**src/rtl/timer_pkg.sv**
```systemverilog
// Shared constants and types for the timebase controller and its counters.
package timer_pkg;

  // Command opcodes carried on cmd_op
  localparam logic [1:0] OP_START  = 2'd0;
  localparam logic [1:0] OP_STOP   = 2'd1;
  localparam logic [1:0] OP_PAUSE  = 2'd2;
  localparam logic [1:0] OP_RESUME = 2'd3;

  // Controller states
  typedef enum logic [1:0] {
    S_IDLE   = 2'd0,
    S_RUN    = 2'd1,
    S_PAUSED = 2'd2
  } state_t;

  // Operation selector for the generic register
  typedef enum logic [1:0] {
    NONE = 2'd0,
    LOAD = 2'd1,
    INCR = 2'd2,
    CLR  = 2'd3
  } reg_ctrl_t;

endpackage

```
**src/rtl/timer_ctrl_if.sv**
```systemverilog
// Command and status bundle between a timer client (master) and timer_ctrl (slave).
interface timer_ctrl_if #(
  parameter int CNT_WIDTH = 16
);
  logic                 cmd_valid;
  logic                 cmd_ready;
  logic [1:0]           cmd_op;
  logic [CNT_WIDTH-1:0] cmd_period;
  logic                 cmd_periodic;
  logic                 tick;
  logic                 expired;
  logic                 cmd_err;
  logic                 busy;
  logic [CNT_WIDTH-1:0] remaining;

  modport master (
    output cmd_valid, cmd_op, cmd_period, cmd_periodic,
    input  cmd_ready, tick, expired, cmd_err, busy, remaining
  );

  modport slave (
    input  cmd_valid, cmd_op, cmd_period, cmd_periodic,
    output cmd_ready, tick, expired, cmd_err, busy, remaining
  );
endinterface

```
**src/rtl/register.sv**
```systemverilog
// Generic counter/holding register: hold, load, increment or clear per cycle.
module register
  import timer_pkg::*;
#(
  parameter int WIDTH = 8
) (
  input  logic             clk,
  input  logic             sync_nreset,
  input  reg_ctrl_t        ctrl,
  input  logic [WIDTH-1:0] data_in,
  output logic [WIDTH-1:0] data_out
);

  // Apply the selected operation on each rising edge; reset clears the value
  always_ff @(posedge clk) begin
    if (!sync_nreset) begin
      data_out <= '0;
    end else begin
      case (ctrl)
        LOAD:    data_out <= data_in;
        INCR:    data_out <= data_out + WIDTH'(1);
        CLR:     data_out <= '0;
        default: data_out <= data_out;
      endcase
    end
  end

endmodule

```
**src/rtl/timer_ctrl.sv**
```systemverilog
// Command-driven timebase: prescaler tick generator plus period counter with
// one-shot/periodic expiry, sequenced by a small IDLE/RUN/PAUSED FSM.
module timer_ctrl
  import timer_pkg::*;
#(
  parameter int unsigned PRESCALE  = 50_000_000,
  parameter int          CNT_WIDTH = 16
) (
  input  logic       clk,
  input  logic       sync_nreset,
  timer_ctrl_if.slave bus
);

  localparam int             PW      = $clog2(PRESCALE);
  localparam logic [PW-1:0]  PS_LAST = PW'(PRESCALE - 1);
  localparam logic [CNT_WIDTH-1:0] ONE = CNT_WIDTH'(1);

  state_t               state_reg;
  logic                 periodic_reg;
  logic [CNT_WIDTH-1:0] period_reg;
  logic                 cmd_err_reg;

  logic [PW-1:0]        prescaler;
  logic [CNT_WIDTH-1:0] remaining;

  reg_ctrl_t            pre_ctrl;
  reg_ctrl_t            rem_ctrl;
  logic [CNT_WIDTH-1:0] rem_din;

  logic at_last;
  logic tick_now;
  logic expire_now;
  logic cmd_start;
  logic cmd_stop;
  logic cmd_pause;
  logic cmd_resume;
  logic cmd_bad;

  assign at_last    = (prescaler == PS_LAST);
  assign tick_now   = (state_reg == S_RUN) && at_last;
  assign expire_now = tick_now && (remaining == ONE);

  // Classify the incoming command as one legal action or an illegal one
  always_comb begin
    cmd_start  = 1'b0;
    cmd_stop   = 1'b0;
    cmd_pause  = 1'b0;
    cmd_resume = 1'b0;
    cmd_bad    = 1'b0;
    if (bus.cmd_valid) begin
      case (bus.cmd_op)
        OP_START: begin
          if (bus.cmd_period != '0) cmd_start = 1'b1;
          else                      cmd_bad   = 1'b1;
        end
        OP_STOP: cmd_stop = 1'b1;
        OP_PAUSE: begin
          if (state_reg == S_RUN) cmd_pause = 1'b1;
          else                    cmd_bad   = 1'b1;
        end
        OP_RESUME: begin
          if (state_reg == S_PAUSED) cmd_resume = 1'b1;
          else                       cmd_bad    = 1'b1;
        end
        default: cmd_bad = 1'b1;
      endcase
    end
  end

  // Drive both counters: normal RUN counting first, then let a legal command override it.
  // PAUSE freezes only the remaining count; the prescaler still takes its RUN step that
  // cycle, so the value held while paused is the one it would have reached.
  always_comb begin
    pre_ctrl = NONE;
    rem_ctrl = NONE;
    rem_din  = remaining - ONE;
    if (state_reg == S_RUN) begin
      pre_ctrl = at_last ? CLR : INCR;
    end
    if (tick_now) begin
      if (remaining > ONE) begin
        rem_ctrl = LOAD;
      end else if (periodic_reg) begin
        rem_ctrl = LOAD;
        rem_din  = period_reg;
      end else begin
        rem_ctrl = CLR;
      end
    end
    if (cmd_start) begin
      pre_ctrl = CLR;
      rem_ctrl = LOAD;
      rem_din  = bus.cmd_period;
    end else if (cmd_stop) begin
      pre_ctrl = CLR;
      rem_ctrl = CLR;
    end else if (cmd_pause) begin
      rem_ctrl = NONE;
    end
  end

  // Controller FSM with the registered error pulse, period and reload-mode latches
  always_ff @(posedge clk) begin
    if (!sync_nreset) begin
      state_reg    <= S_IDLE;
      periodic_reg <= 1'b0;
      period_reg   <= '0;
      cmd_err_reg  <= 1'b0;
    end else begin
      cmd_err_reg <= cmd_bad;
      if (cmd_start) begin
        state_reg    <= S_RUN;
        period_reg   <= bus.cmd_period;
        periodic_reg <= bus.cmd_periodic;
      end else if (cmd_stop) begin
        state_reg <= S_IDLE;
      end else if (cmd_pause) begin
        state_reg <= S_PAUSED;
      end else if (cmd_resume) begin
        state_reg <= S_RUN;
      end else if (expire_now && !periodic_reg) begin
        state_reg <= S_IDLE;
      end
    end
  end

  register #(.WIDTH(PW)) u_prescaler (
    .clk        (clk),
    .sync_nreset(sync_nreset),
    .ctrl       (pre_ctrl),
    .data_in    ({PW{1'b0}}),
    .data_out   (prescaler)
  );

  register #(.WIDTH(CNT_WIDTH)) u_remaining (
    .clk        (clk),
    .sync_nreset(sync_nreset),
    .ctrl       (rem_ctrl),
    .data_in    (rem_din),
    .data_out   (remaining)
  );

  assign bus.cmd_ready = 1'b1;
  assign bus.tick      = tick_now;
  assign bus.expired   = expire_now;
  assign bus.cmd_err   = cmd_err_reg;
  assign bus.busy      = (state_reg != S_IDLE);
  assign bus.remaining = remaining;

endmodule

```
**src/flat_wrapper.sv**
```systemverilog
// flat-port wrapper written by rule: the top's interface ports become plain ports
module timer_ctrl_flat import timer_pkg::*;
#(
  parameter int unsigned PRESCALE  = 50_000_000,
  parameter int          CNT_WIDTH = 16
)
  (clk, sync_nreset, bus_cmd_valid, bus_cmd_op, bus_cmd_period, bus_cmd_periodic, bus_cmd_ready, bus_tick, bus_expired, bus_cmd_err, bus_busy, bus_remaining);
  timer_ctrl_if #(.CNT_WIDTH(CNT_WIDTH)) bus_i ();
  input  logic clk;
  input  logic sync_nreset;
  input wire logic [$bits(bus_i.cmd_valid)-1:0] bus_cmd_valid;
  input wire logic [$bits(bus_i.cmd_op)-1:0] bus_cmd_op;
  input wire logic [$bits(bus_i.cmd_period)-1:0] bus_cmd_period;
  input wire logic [$bits(bus_i.cmd_periodic)-1:0] bus_cmd_periodic;
  output wire logic [$bits(bus_i.cmd_ready)-1:0] bus_cmd_ready;
  output wire logic [$bits(bus_i.tick)-1:0] bus_tick;
  output wire logic [$bits(bus_i.expired)-1:0] bus_expired;
  output wire logic [$bits(bus_i.cmd_err)-1:0] bus_cmd_err;
  output wire logic [$bits(bus_i.busy)-1:0] bus_busy;
  output wire logic [$bits(bus_i.remaining)-1:0] bus_remaining;
  assign bus_i.cmd_valid = bus_cmd_valid;
  assign bus_i.cmd_op = bus_cmd_op;
  assign bus_i.cmd_period = bus_cmd_period;
  assign bus_i.cmd_periodic = bus_cmd_periodic;
  assign bus_cmd_ready = bus_i.cmd_ready;
  assign bus_tick = bus_i.tick;
  assign bus_expired = bus_i.expired;
  assign bus_cmd_err = bus_i.cmd_err;
  assign bus_busy = bus_i.busy;
  assign bus_remaining = bus_i.remaining;
  timer_ctrl #(.PRESCALE(PRESCALE), .CNT_WIDTH(CNT_WIDTH)) u_core (.clk(clk), .sync_nreset(sync_nreset), .bus(bus_i));
endmodule
```
**config.mk**
```make
export PLATFORM = sky130hd
export DESIGN_NAME = timer_ctrl_flat
export DESIGN_NICKNAME = d
export VERILOG_FILES = /design/src/rtl/timer_pkg.sv /design/src/rtl/timer_ctrl_if.sv /design/src/rtl/register.sv /design/src/rtl/timer_ctrl.sv /design/src/flat_wrapper.sv
export SDC_FILE = /design/constraint.sdc
export NUM_CORES = 1
export LEC_CHECK = 0
export ABC_CLOCK_PERIOD_IN_PS = 2500
export CAP_MARGIN = 15
export CORE_UTILIZATION = 55
export CTS_BUF_LIST = sky130_fd_sc_hd__clkbuf_2
export DETAILED_ROUTE_END_ITERATION = 8
export GPL_TIMING_DRIVEN = 0
export PLACE_DENSITY = 0.79
export SYNTH_ARGS = -nofsm -noshare
export SYNTH_HDL_FRONTEND = slang
export SYNTH_SLANG_ARGS = --single-unit
```
**constraint.sdc**
```tcl
create_clock -name clk -period 2.5 [get_ports clk]
set_input_delay 0.25 -clock clk [delete_from_list [all_inputs] [get_ports clk]]
set_output_delay 0.25 -clock clk [all_outputs]
set_load 0.005 [all_outputs]
```
==> impl_results.md <==
- Synth unique cells: 61
- Crit path cell chain: nand2_2, or4_4, nor4_4, buf_4, and3_4, buf_6
- Share of cells above drive strength 1: roughly a fifth
- GRT Util Overall: between 20% and 30%
- Min-delay worst type: input pin to flip-flop
- Flop-to-flop setup slack: between 0.1 and 0.15 ns
- Sink Count: 62
- Diode count: 0
- Post-DP Area: approximately 0.0039 sq mm
- Vias post-DR: 3354
- Crit-path max FO: 2
- Initial DRC count: 278
- Row count: 28
- Initial core utilization: 57.19%
- Die area: between 0.006 and 0.007 sq mm
- Most numerous cell in the Yosys netlist: dfxtp_1
- CTS buffer count: 9
- Horiz. Die Dim: 80.46 um
- Worst Setup Start Kind: flip-flop
- Fraction of registers with async set/reset: 0%
- VDD IR max: 0.4982 mV
- Hold Fails Final Rpt: 0
- DP Worst Slack: -0.5498 ns
- Predominant post-synthesis flop cell: dfxtp_1
- GPL Wtd Cong: approximately 0.88
- WL final: 9.002 mm
- EDFF count, synth: 0
- Worst EP arrival: 2.20 ns
- Number of warnings issued by yosys: 0
- # port buffers: 39
- DP HPWL: 6.072 mm
- CTS root buf: clkbuf_2
- # IOs: 43
- Slew Viols, Final: 0
- Kind of critical path: flip-flop to primary output
- Min-delay src: bus_cmd_valid
- CP delay by family, top: simple AND/OR/NAND/NOR gates
- Worst Reg-to-Reg Cells: 9
- Synth top cells by count: 62 x dfxtp_1, 54 x nor2_1, 40 x nand2_1
- H-Tree Depth: 3
- RSZ-0062 raised after global routing: true
- R2R Path End: u_core.u_prescaler.data_out[9]$_SDFFE_PN0P_
- CTS max path bufs: 2
- Critical Path Slowest Stage Cell: or4_4
- WHS: 0.07517 ns
- Vias in the first global route: about 2900
- Fin area: ~0.0042 sq mm
- Post-route DRC: 0
- Final design utilization: a little under three quarters
- Static leakage: 1.521 nW
- Pre-Repair DR Iteration Count: 5
- Fin crit period: 2.452 ns
- Core ar.: 0.005921 sq mm
- Sequential area share after synthesis: 36.66%
- Max_cap viols: 0
- Initial antenna violation count: 0
- Post-Syn Area: 0.003386 sq mm
- Avg Cell Area, Syn: 8.360 sq um
- Area contributors post-synth: dfxtp_1 37%, nor2_1 6.0%, mux2i_1 5.9%, xnor2_1 4.7%, nand2_1 4.4%
- Reg2reg start: u_core.u_prescaler.data_out[19]$_SDFFE_PN0P_
- Final setup margin: 0.04840 ns
- Layout Nets: around 500
- CTS tree: yes
- Worst Path Required: 2.25 ns
- WHS Path Cells: 3
- Actual slew at the worst max-slew pin: 0.7416 ns
- Setup violators final: 0
- CP Buf/Inv Count: 2
- FF+latch count, synth: 62
- WHS Endpoint: u_core.bus.cmd_err$_SDFF_PN0_
- PwrDens: 458.0 mW/mm^2
- Avg WL per Cell: 16.43 um
- Area delta synth->final: 24.13%
- Rel. slew slack: 50.18%
- Post-route clock period utilization: 98.06%
- Die Ht: a little over 80 um
- Final antenna-violating net count: 0
- First-pass GRT wire length: 14.16 mm
- Largest net degree at the start of global routing: 11
- Leading area contributor after synthesis: dfxtp_1
- Crit end category: primary output
- Synth top area share: 36.66%
- F_max: between 400 and 500 MHz
- Reg clk slew, reported paths: 0.19 ns
- Grt total ovfl: 0
- Largest register FFs: 26
- Slowest stage delay, CP: 0.55 ns
- Syn_nets: 430
- Post-Route Skew: 0.02729 ns
- Clock latency on the worst-skew pair: 0.50 ns
- DR vias/cell: ~6
- Syn Inst Count: a little over 400
- Status: completed
[timing repair]
| item | in CTS | in global routing |
|---|---|---|
| endpoints found under the setup margin | 38 | 32 |
| setup buffers | 9 | 5 |
| hold buffers | 0 | 0 |
| gates resized for setup | 27 | 20 |
| pin swaps | 3 | 4 |
| hold endpoints to repair | 0 | 0 |
[stage by stage]
step | total power [mW] | instances | TNS [ns]
after floorplan | 1.234 | 405 | 0
after global placement | 1.334 | 519 | -18.76
after detailed placement | 1.337 | 519 | -19.16
after CTS | 1.922 | 543 | -0.02671
after global routing | 1.994 | 548 | -0.07481
final | 1.925 | 548 | 0
[worst min-delay path: stages]
cell	delay, ns
clkbuf_1	0.16
nand2_1	0.10
nor4_1	0.05
[cells in the final DEF (no fill, tap or decap), types with 8 or more instances in the layout]
cell type / synthesis / routed
nor3_1: 13 / 13
clkdlybuf4s50_1: 0 / 37
xnor2_1: 18 / 18
dfxtp_1: 62 / 48
o21ai_0: 21 / 20
a21oi_1: 16 / 16
mux2i_1: 20 / 20
clkbuf_2: 0 / 11
nand2_1: 40 / 38
dfxtp_2: 0 / 8
inv_1: 8 / 8
nor2_1: 54 / 54
clkbuf_1: 10 / 9
nand3_1: 11 / 10
nor4_1: 16 / 11
buf_4: 2 / 16
[cell type report]
cell class	instances	area (sq um)
Clock buffer	10	50.05
Clock inverter	5	51.30
Buffer	21	126.4
Inverter	8	30.03
Sequential cell	62	1274
Tap cell	75	93.84
Timing Repair Buffer	53	495.5
Multi-Input combinational cell	314	2082
Fill cell	473	1718
[kinds of logic after synthesis]
kind of cell | after synthesis | share of synthesized area (%)
and+or+nand+nor | 187 | 29.01
AOI/OAI and AO/OA | 80 | 16.59
DFF | 62 | 36.66
buffers and inverters | 29 | 4.582
xor gates and xnor gates | 22 | 5.691
muxes | 21 | 6.245
adders and majority gates | 3 | 1.109
other | 1 | 0.1108
[routing by layer]
metal / share of wire, % / global-route usage, %
met2: 46 / 42.88
met5: 0 / 0
met1: 45 / 40.18
met4: 1.8 / 13.21
met3: 7.8 / 6.023
[power by group]
group / total [mW] / internal, mW / switching, mW
Clock: 0.599 / 0.223 / 0.376
Combinational: 0.302 / 0.145 / 0.156
Sequential: 1.02 / 1.00 / 0.0215
Total: 1.92 / 1.37 / 0.554
[how the worst max path moves through the flow]
stage                                                 startpoint                                            to  slack (ns)  cells after the start
floorplan            u_core.u_prescaler.data_out[0]$_SDFFE_PN0P_  u_core.u_remaining.data_out[10]$_SDFFE_PN0P_        0.26                      7
global placement                              bus_cmd_period[10]  u_core.u_prescaler.data_out[15]$_SDFFE_PN0P_       -0.53                      8
CTS                  u_core.u_prescaler.data_out[8]$_SDFFE_PN0P_                                   bus_expired       -0.03                      6
global route        u_core.u_prescaler.data_out[19]$_SDFFE_PN0P_                                   bus_expired       -0.04                      6
finish              u_core.u_prescaler.data_out[19]$_SDFFE_PN0P_                                   bus_expired        0.05                      6
detailed placement                            bus_cmd_period[10]  u_core.u_prescaler.data_out[22]$_SDFFE_PN0P_       -0.55                      8
(Power assumes the default switching activity.)
